**src/rtl/masked_prng_bank_if.sv**
```systemverilog
// Handshake/bus bundle for masked_prng_bank.
// Purpose : carries seeds and control into the PRNG bank, and random words and status back out.
// Signals : init_i       - load seeds and restart the warm-up
//           seed_i       - NUM_CH concatenated WIDTH-bit seeds
//           ready_i      - consumer accepts prng_o this cycle
//           valid_o      - prng_o holds a fresh random word
//           prng_o       - NUM_CH concatenated LFSR states
//           seed_err_o   - a zero seed was substituted at the last init
//           reseed_req_o - enough words were delivered that a reseed is due
// Modports: master (seed source / consumer side), slave (the PRNG bank).
interface masked_prng_bank_if #(
  parameter int WIDTH  = 128,
  parameter int NUM_CH = 2
);
  logic                    init_i;
  logic [NUM_CH*WIDTH-1:0] seed_i;
  logic                    ready_i;
  logic                    valid_o;
  logic [NUM_CH*WIDTH-1:0] prng_o;
  logic                    seed_err_o;
  logic                    reseed_req_o;

  modport master (
    output init_i, seed_i, ready_i,
    input  valid_o, prng_o, seed_err_o, reseed_req_o
  );

  modport slave (
    input  init_i, seed_i, ready_i,
    output valid_o, prng_o, seed_err_o, reseed_req_o
  );
endinterface

```
**src/rtl/masked_prng_bank.sv**
```systemverilog
// Multi-channel Fibonacci-LFSR randomness source for masked crypto datapaths.
// Purpose: delivers NUM_CH independent WIDTH-bit random words per valid/ready
//          handshake, with a post-seed warm-up, zero-seed substitution and a
//          sticky reseed request after RESEED_INTERVAL delivered words.
// Ports  : clk - clock
//          rst - synchronous active-high reset
//          bus - masked_prng_bank_if slave modport (seeds, handshake, status)
module masked_prng_bank #(
  parameter int               WIDTH           = 128,
  parameter int               NUM_CH          = 2,
  parameter logic [WIDTH-1:0] TAPS            = WIDTH'(128'hA000_0028_0000_0000_0000_0000_0000_0000),
  parameter logic [WIDTH-1:0] ZERO_SUB        = {{(WIDTH-1){1'b0}}, 1'b1},
  parameter int               WARMUP_CYCLES   = 16,
  parameter int               RESEED_INTERVAL = 1024
) (
  input logic               clk,
  input logic               rst,
  masked_prng_bank_if.slave bus
);

  localparam int WW = (WARMUP_CYCLES > 0) ? $clog2(WARMUP_CYCLES + 1) : 1;
  localparam int CW = (RESEED_INTERVAL > 0) ? $clog2(RESEED_INTERVAL + 1) : 1;
  localparam logic [WW-1:0] WARM_LOAD = WW'(WARMUP_CYCLES);
  localparam logic [CW-1:0] CNT_MAX   = CW'(RESEED_INTERVAL);

  typedef enum logic [1:0] {IDLE, WARMUP, RUN} state_t;

  state_t                  state_reg, state_next;
  logic [WW-1:0]           warm_cnt_reg;
  logic [CW-1:0]           word_cnt_reg;
  logic                    seed_err_reg;
  logic                    reseed_reg;
  logic [NUM_CH-1:0]       zero_vec;
  logic [NUM_CH*WIDTH-1:0] prng_all;
  logic                    step_en;
  logic                    handshake;

  // An init in the same cycle as ready_i wins: the word is neither counted nor consumed.
  assign handshake = (state_reg == RUN) & bus.ready_i & ~bus.init_i;
  assign step_en   = ~bus.init_i & ((state_reg == WARMUP) | handshake);

  // Per-channel LFSR with zero-seed substitution (an all-zero state would lock up).
  genvar gi;
  generate
    for (gi = 0; gi < NUM_CH; gi++) begin : g_ch
      logic [WIDTH-1:0] seed_ch;
      logic [WIDTH-1:0] lfsr_reg;

      assign seed_ch      = bus.seed_i[gi*WIDTH +: WIDTH];
      assign zero_vec[gi] = (seed_ch == '0);
      assign prng_all[gi*WIDTH +: WIDTH] = lfsr_reg;

      always_ff @(posedge clk) begin
        if (rst) begin
          lfsr_reg <= '0;
        end else if (bus.init_i) begin
          lfsr_reg <= zero_vec[gi] ? ZERO_SUB : seed_ch;
        end else if (step_en) begin
          lfsr_reg <= {lfsr_reg[WIDTH-2:0], ^(lfsr_reg & TAPS)};
        end
      end
    end
  endgenerate

  // Next-state logic; init overrides whatever the current state would do.
  always_comb begin
    state_next = state_reg;
    case (state_reg)
      IDLE:    state_next = IDLE;
      WARMUP:  if (warm_cnt_reg <= WW'(1)) state_next = RUN;
      RUN:     state_next = RUN;
      default: state_next = IDLE;
    endcase
    if (bus.init_i) begin
      state_next = (WARMUP_CYCLES == 0) ? RUN : WARMUP;
    end
  end

  always_ff @(posedge clk) begin
    if (rst) begin
      state_reg    <= IDLE;
      warm_cnt_reg <= '0;
      word_cnt_reg <= '0;
      seed_err_reg <= 1'b0;
      reseed_reg   <= 1'b0;
    end else begin
      state_reg <= state_next;
      if (bus.init_i) begin
        warm_cnt_reg <= WARM_LOAD;
        word_cnt_reg <= '0;
        seed_err_reg <= |zero_vec;
        reseed_reg   <= 1'b0;
      end else begin
        if (state_reg == WARMUP) begin
          warm_cnt_reg <= warm_cnt_reg - WW'(1);
        end
        // Counter saturates at the interval; the request is raised by the
        // handshake that takes it there and then stays until the next init.
        if ((RESEED_INTERVAL != 0) && handshake && (word_cnt_reg != CNT_MAX)) begin
          word_cnt_reg <= word_cnt_reg + CW'(1);
          if (word_cnt_reg == CNT_MAX - CW'(1)) begin
            reseed_reg <= 1'b1;
          end
        end
      end
    end
  end

  assign bus.valid_o      = (state_reg == RUN);
  assign bus.prng_o       = prng_all;
  assign bus.seed_err_o   = seed_err_reg;
  assign bus.reseed_req_o = reseed_reg;

endmodule

```
**src/flat_wrapper.sv**
```systemverilog
// flat-port wrapper written by rule: the top's interface ports become plain ports
module masked_prng_bank_flat 
#(
  parameter int               WIDTH           = 128,
  parameter int               NUM_CH          = 2,
  parameter logic [WIDTH-1:0] TAPS            = WIDTH'(128'hA000_0028_0000_0000_0000_0000_0000_0000),
  parameter logic [WIDTH-1:0] ZERO_SUB        = {{(WIDTH-1){1'b0}}, 1'b1},
  parameter int               WARMUP_CYCLES   = 16,
  parameter int               RESEED_INTERVAL = 1024
)
  (clk, rst, bus_init_i, bus_seed_i, bus_ready_i, bus_valid_o, bus_prng_o, bus_seed_err_o, bus_reseed_req_o);
  masked_prng_bank_if #(.WIDTH(WIDTH), .NUM_CH(NUM_CH)) bus_i ();
  input logic clk;
  input logic rst;
  input wire logic [$bits(bus_i.init_i)-1:0] bus_init_i;
  input wire logic [$bits(bus_i.seed_i)-1:0] bus_seed_i;
  input wire logic [$bits(bus_i.ready_i)-1:0] bus_ready_i;
  output wire logic [$bits(bus_i.valid_o)-1:0] bus_valid_o;
  output wire logic [$bits(bus_i.prng_o)-1:0] bus_prng_o;
  output wire logic [$bits(bus_i.seed_err_o)-1:0] bus_seed_err_o;
  output wire logic [$bits(bus_i.reseed_req_o)-1:0] bus_reseed_req_o;
  assign bus_i.init_i = bus_init_i;
  assign bus_i.seed_i = bus_seed_i;
  assign bus_i.ready_i = bus_ready_i;
  assign bus_valid_o = bus_i.valid_o;
  assign bus_prng_o = bus_i.prng_o;
  assign bus_seed_err_o = bus_i.seed_err_o;
  assign bus_reseed_req_o = bus_i.reseed_req_o;
  masked_prng_bank #(.WIDTH(WIDTH), .NUM_CH(NUM_CH), .TAPS(TAPS), .ZERO_SUB(ZERO_SUB), .WARMUP_CYCLES(WARMUP_CYCLES), .RESEED_INTERVAL(RESEED_INTERVAL)) u_core (.clk(clk), .rst(rst), .bus(bus_i));
endmodule
```
**config.mk**
```make
export PLATFORM = sky130hd
export DESIGN_NAME = masked_prng_bank_flat
export DESIGN_NICKNAME = d
export VERILOG_FILES = /design/src/rtl/masked_prng_bank_if.sv /design/src/rtl/masked_prng_bank.sv /design/src/flat_wrapper.sv
export SDC_FILE = /design/constraint.sdc
export NUM_CORES = 1
export LEC_CHECK = 0
export CORE_AREA = 2 2 201 203
export DETAILED_ROUTE_END_ITERATION = 8
export DIE_AREA = 0 0 203 205
export SETUP_SLACK_MARGIN = 0.3
export SLEW_MARGIN = 20
export SYNTH_ARGS = -nofsm -noshare
export SYNTH_HDL_FRONTEND = slang
export SYNTH_SLANG_ARGS = --single-unit
```
**constraint.sdc**
```tcl
create_clock -name clk -period 1.8 [get_ports clk]
set_input_delay 0.45 -clock clk [delete_from_list [all_inputs] [get_ports clk]]
set_output_delay 0.45 -clock clk [all_outputs]
set_load 0.05 [all_outputs]
```
==> results.cfg <==
[worst_setup_path]
ff2ff_setup_slack_ns = 0.12
cp_max_fo = 2
worstPathArrival_ns = 2.14
crit_type = input pin to flip-flop
endpoint_kind = flip-flop
crit_required_ns = 2.22
r2r-end = u_core.word_cnt_reg[5]$_SDFFE_PP0P_
startpoint_type = input pin
timing.rr.start = u_core.word_cnt_reg[1]$_SDFFE_PP0P_
rr_worst_depth = 8

[finish]
synthToLayoutAreaGrowth_pct = 95.0
largest_reg_flops = 256
drive_above_1_share = 0.504
final_net_count = 2384

[sta]
fin_crit_ns = 1.72
max_freq_mhz = 583
worst_pin_slew_ns = 0.681
period_share = 0.953
setup_viol = 0
drv_slew = 0
hold_viol = 0
fin_skew_ns = 0.00782
fin_tns_setup_ns = 0
rsz0062_at_grt = true
slew_headroom = 0.546
setup_slack_ns = 0.0846

[clock_network]
clk_path_buf_depth = 3
ctsHoldBuffers = 0
path_clk_slew_ns = 0.06
clock_sinks = 276
root_buffer = clkbuf_16
htree_levels = 2
cts_buffers = 34
clk-insertion-delay-late_ns = 0.51
cts_tree = yes

[synth]
yosys_warnings = 0
syn_avg_cell_area_um2 = 9.54
synth_flop_cell = dfxtp_1
synth_top_family_by_area = multiplexers
synth_compound_gate_area_share = 0.160
synth_xor_area_frac = 0.0137
netlist_instances = 1338
yosys.area_share.simple = 0.137
synth_nets = 1604
yosys.area_share.adder = 0.00588
ys_types = 41
syn_area_um2 = 12800
ys_seq_elements = 276
synth-async-reset-ratio = 0
synth_edf_count = 0
synth.area.mux_share = 0.199
yosysSeqAreaShare = 0.433

[global_routing]
grt_pass1_vias = 13060
track_usage = 0.236
antenna_found_initial = 2
grt_pass1_wl_um = 76800
globalRoute.totalOverflow = 0
grt_max_degree = 120

[die]
placementRows = 73
coreArea_um2 = 39400
initial_utilization = 0.324
die_w_um = 203
ios = 519
die_area_um2 = 41600
die-height_um = 205

[power_and_ir_drop]
leakage_nw = 11.2
vdd_drop_max_mv = 0.576
p_per_area_nw_per_um2 = 865

[drt]
wl_met1_um = 22100
met3WireLength_um = 3740
drt_first_pass_iters = 5
wl_um = 55400
num_vias = 13622
final_antenna_net_count = 0
route.top_layer_used = met5
avgRoutedWirePerCell_um = 20.8
drt-vias-per-instance = 5.11
drt_iter0_drc = 599
wl_met2_um = 27700
drcViolationCount = 0

[placed_design]
dpl.hpwl_um = 38600
io_buffers = 518
post-place-ws_ns = -1.37
place_congestion = 0.944

[worst_hold_path]
hold_path.class = input pin to flip-flop
min_to = u_core.g_ch[1].lfsr_reg[83]$_SDFFE_PP0P_
hold_depth = 2
hold_path.startpoint = rst

[flow_run]
maxCapViolations = 0

[outcome]
outcome = complete, no violations
==> area by class of cell <==
cell class / count / area, um2
tap: 525 / 657
inverter: 8 / 30.0
fill: 3175 / 14500
antenna: 1 / 2.50
multi-input combinational: 936 / 7400
sequential: 276 / 6190
clock buffer: 49 / 1040
clock inverter: 8 / 93.8
timing repair buffer: 862 / 9480
==> per-layer routing <==
metal	vias up	track usage
met5	-	0
met4	2	0.0787
met3	106	0.0539
met2	496	0.410
met1	6464	0.288
li1	6554	-
==> worst max path at each step <==
stage	startpoint	slack [ns]	endpoint
finish	bus_seed_i[162]	0.08	u_core.bus.seed_err_o$_SDFFE_PP0P_
CTS	u_core.word_cnt_reg[1]$_SDFFE_PP0P_	0.12	u_core.word_cnt_reg[8]$_SDFFE_PP0P_
floorplan	u_core.state_reg[0]$_SDFFE_PP0P_	0.27	u_core.g_ch[0].lfsr_reg[101]$_SDFFE_PP0P_
detailed placement	bus_seed_i[149]	-1.37	u_core.g_ch[1].lfsr_reg[0]$_SDFFE_PP0P_
global route	bus_seed_i[162]	0.006	u_core.g_ch[1].lfsr_reg[0]$_SDFFE_PP0P_
global placement	bus_seed_i[149]	-1.41	u_core.g_ch[1].lfsr_reg[0]$_SDFFE_PP0P_
==> metrics by stage <==
| step | total power, mW | util | hold WS (ns) | area (um2) | instances |
|---|---|---|---|---|---|
| 6_report | 21.5 | 0.632 | 0.233 | 24900 | 2665 |
| 3_5_place_dp | 13.2 | 0.497 | 0.472 | 19600 | 2492 |
| 2_1_floorplan | 10.6 | - | 0.469 | 12800 | 1338 |
| 5_1_grt | 22.4 | 0.632 | 0.221 | 24900 | 2665 |
| 4_1_cts | 20.2 | 0.535 | 0.206 | 21100 | 2560 |
| 3_3_place_gp | 13.1 | 0.497 | 0.466 | 19600 | 2492 |
==> synthesized netlist by cell type, drive strengths merged (5+ instances only) <==
cell type / n / area share
nand2: 8 / 0.0024
xor2: 12 / 0.0082
dfxtp: 276 / 0.43
a211oi: 256 / 0.15
mux2i: 254 / 0.20
clkbuf: 46 / 0.015
buf: 72 / 0.034
nand4: 18 / 0.0088
inv: 8 / 0.0024
a311oi: 5 / 0.0053
ha: 6 / 0.0059
nor2: 276 / 0.081
xnor2: 8 / 0.0055
nor4: 69 / 0.034
==> where the power goes <==
group          internal (mW)  total, mW  switching, mW
Sequential              6.74       7.43          0.690
Clock                   4.29       7.01           2.72
Combinational           3.25       7.08           3.83
Total                   14.3       21.5           7.24
==> placed cells by master, fill, tap and decap left out, types with 18 or more instances in the layout <==
| master | netlist | routed |
|---|---|---|
| a211oi_1 | 256 | 233 |
| a211oi_2 | 0 | 23 |
| buf_12 | 0 | 37 |
| buf_4 | 1 | 297 |
| buf_6 | 11 | 30 |
| buf_8 | 0 | 227 |
| clkbuf_16 | 0 | 46 |
| clkbuf_2 | 1 | 21 |
| clkdlybuf4s15_1 | 0 | 45 |
| dfxtp_2 | 0 | 129 |
| dfxtp_4 | 0 | 133 |
| dlygate4sd2_1 | 0 | 137 |
| dlymetal6s2s_1 | 0 | 30 |
| mux2i_1 | 254 | 254 |
| nand4_1 | 18 | 18 |
| nor2_1 | 276 | 260 |
| nor4_2 | 1 | 42 |
==> worst max-delay path: stages <==
cell	delay (ns)
dlygate4sd2_1	0.26
nor4_1	0.30
nand4_1	0.27
nor4_4	0.40
buf_4	0.18
nand2_4	0.05
a311oi_2	0.22
==> cell families after synthesis <==
family                     after synthesis
AOI/OAI and AO/OA                      269
xor gates and xnor gates                20
adders and majority gates                6
buffers and inverters                  126
DFF                                    276
muxes                                  254
and+or+nand+nor                        387
==> what timing repair did <==
action / in CTS / in global routing
buffers inserted: 10 / 91
gates resized for setup: 380 / 1040
gates cloned: 1 / 13
hold endpoints to repair: 0 / 0
endpoints found under the setup margin: 522 / 528
pin swaps: 93 / 65
No activity file was read; power rests on OpenSTA's default activity.
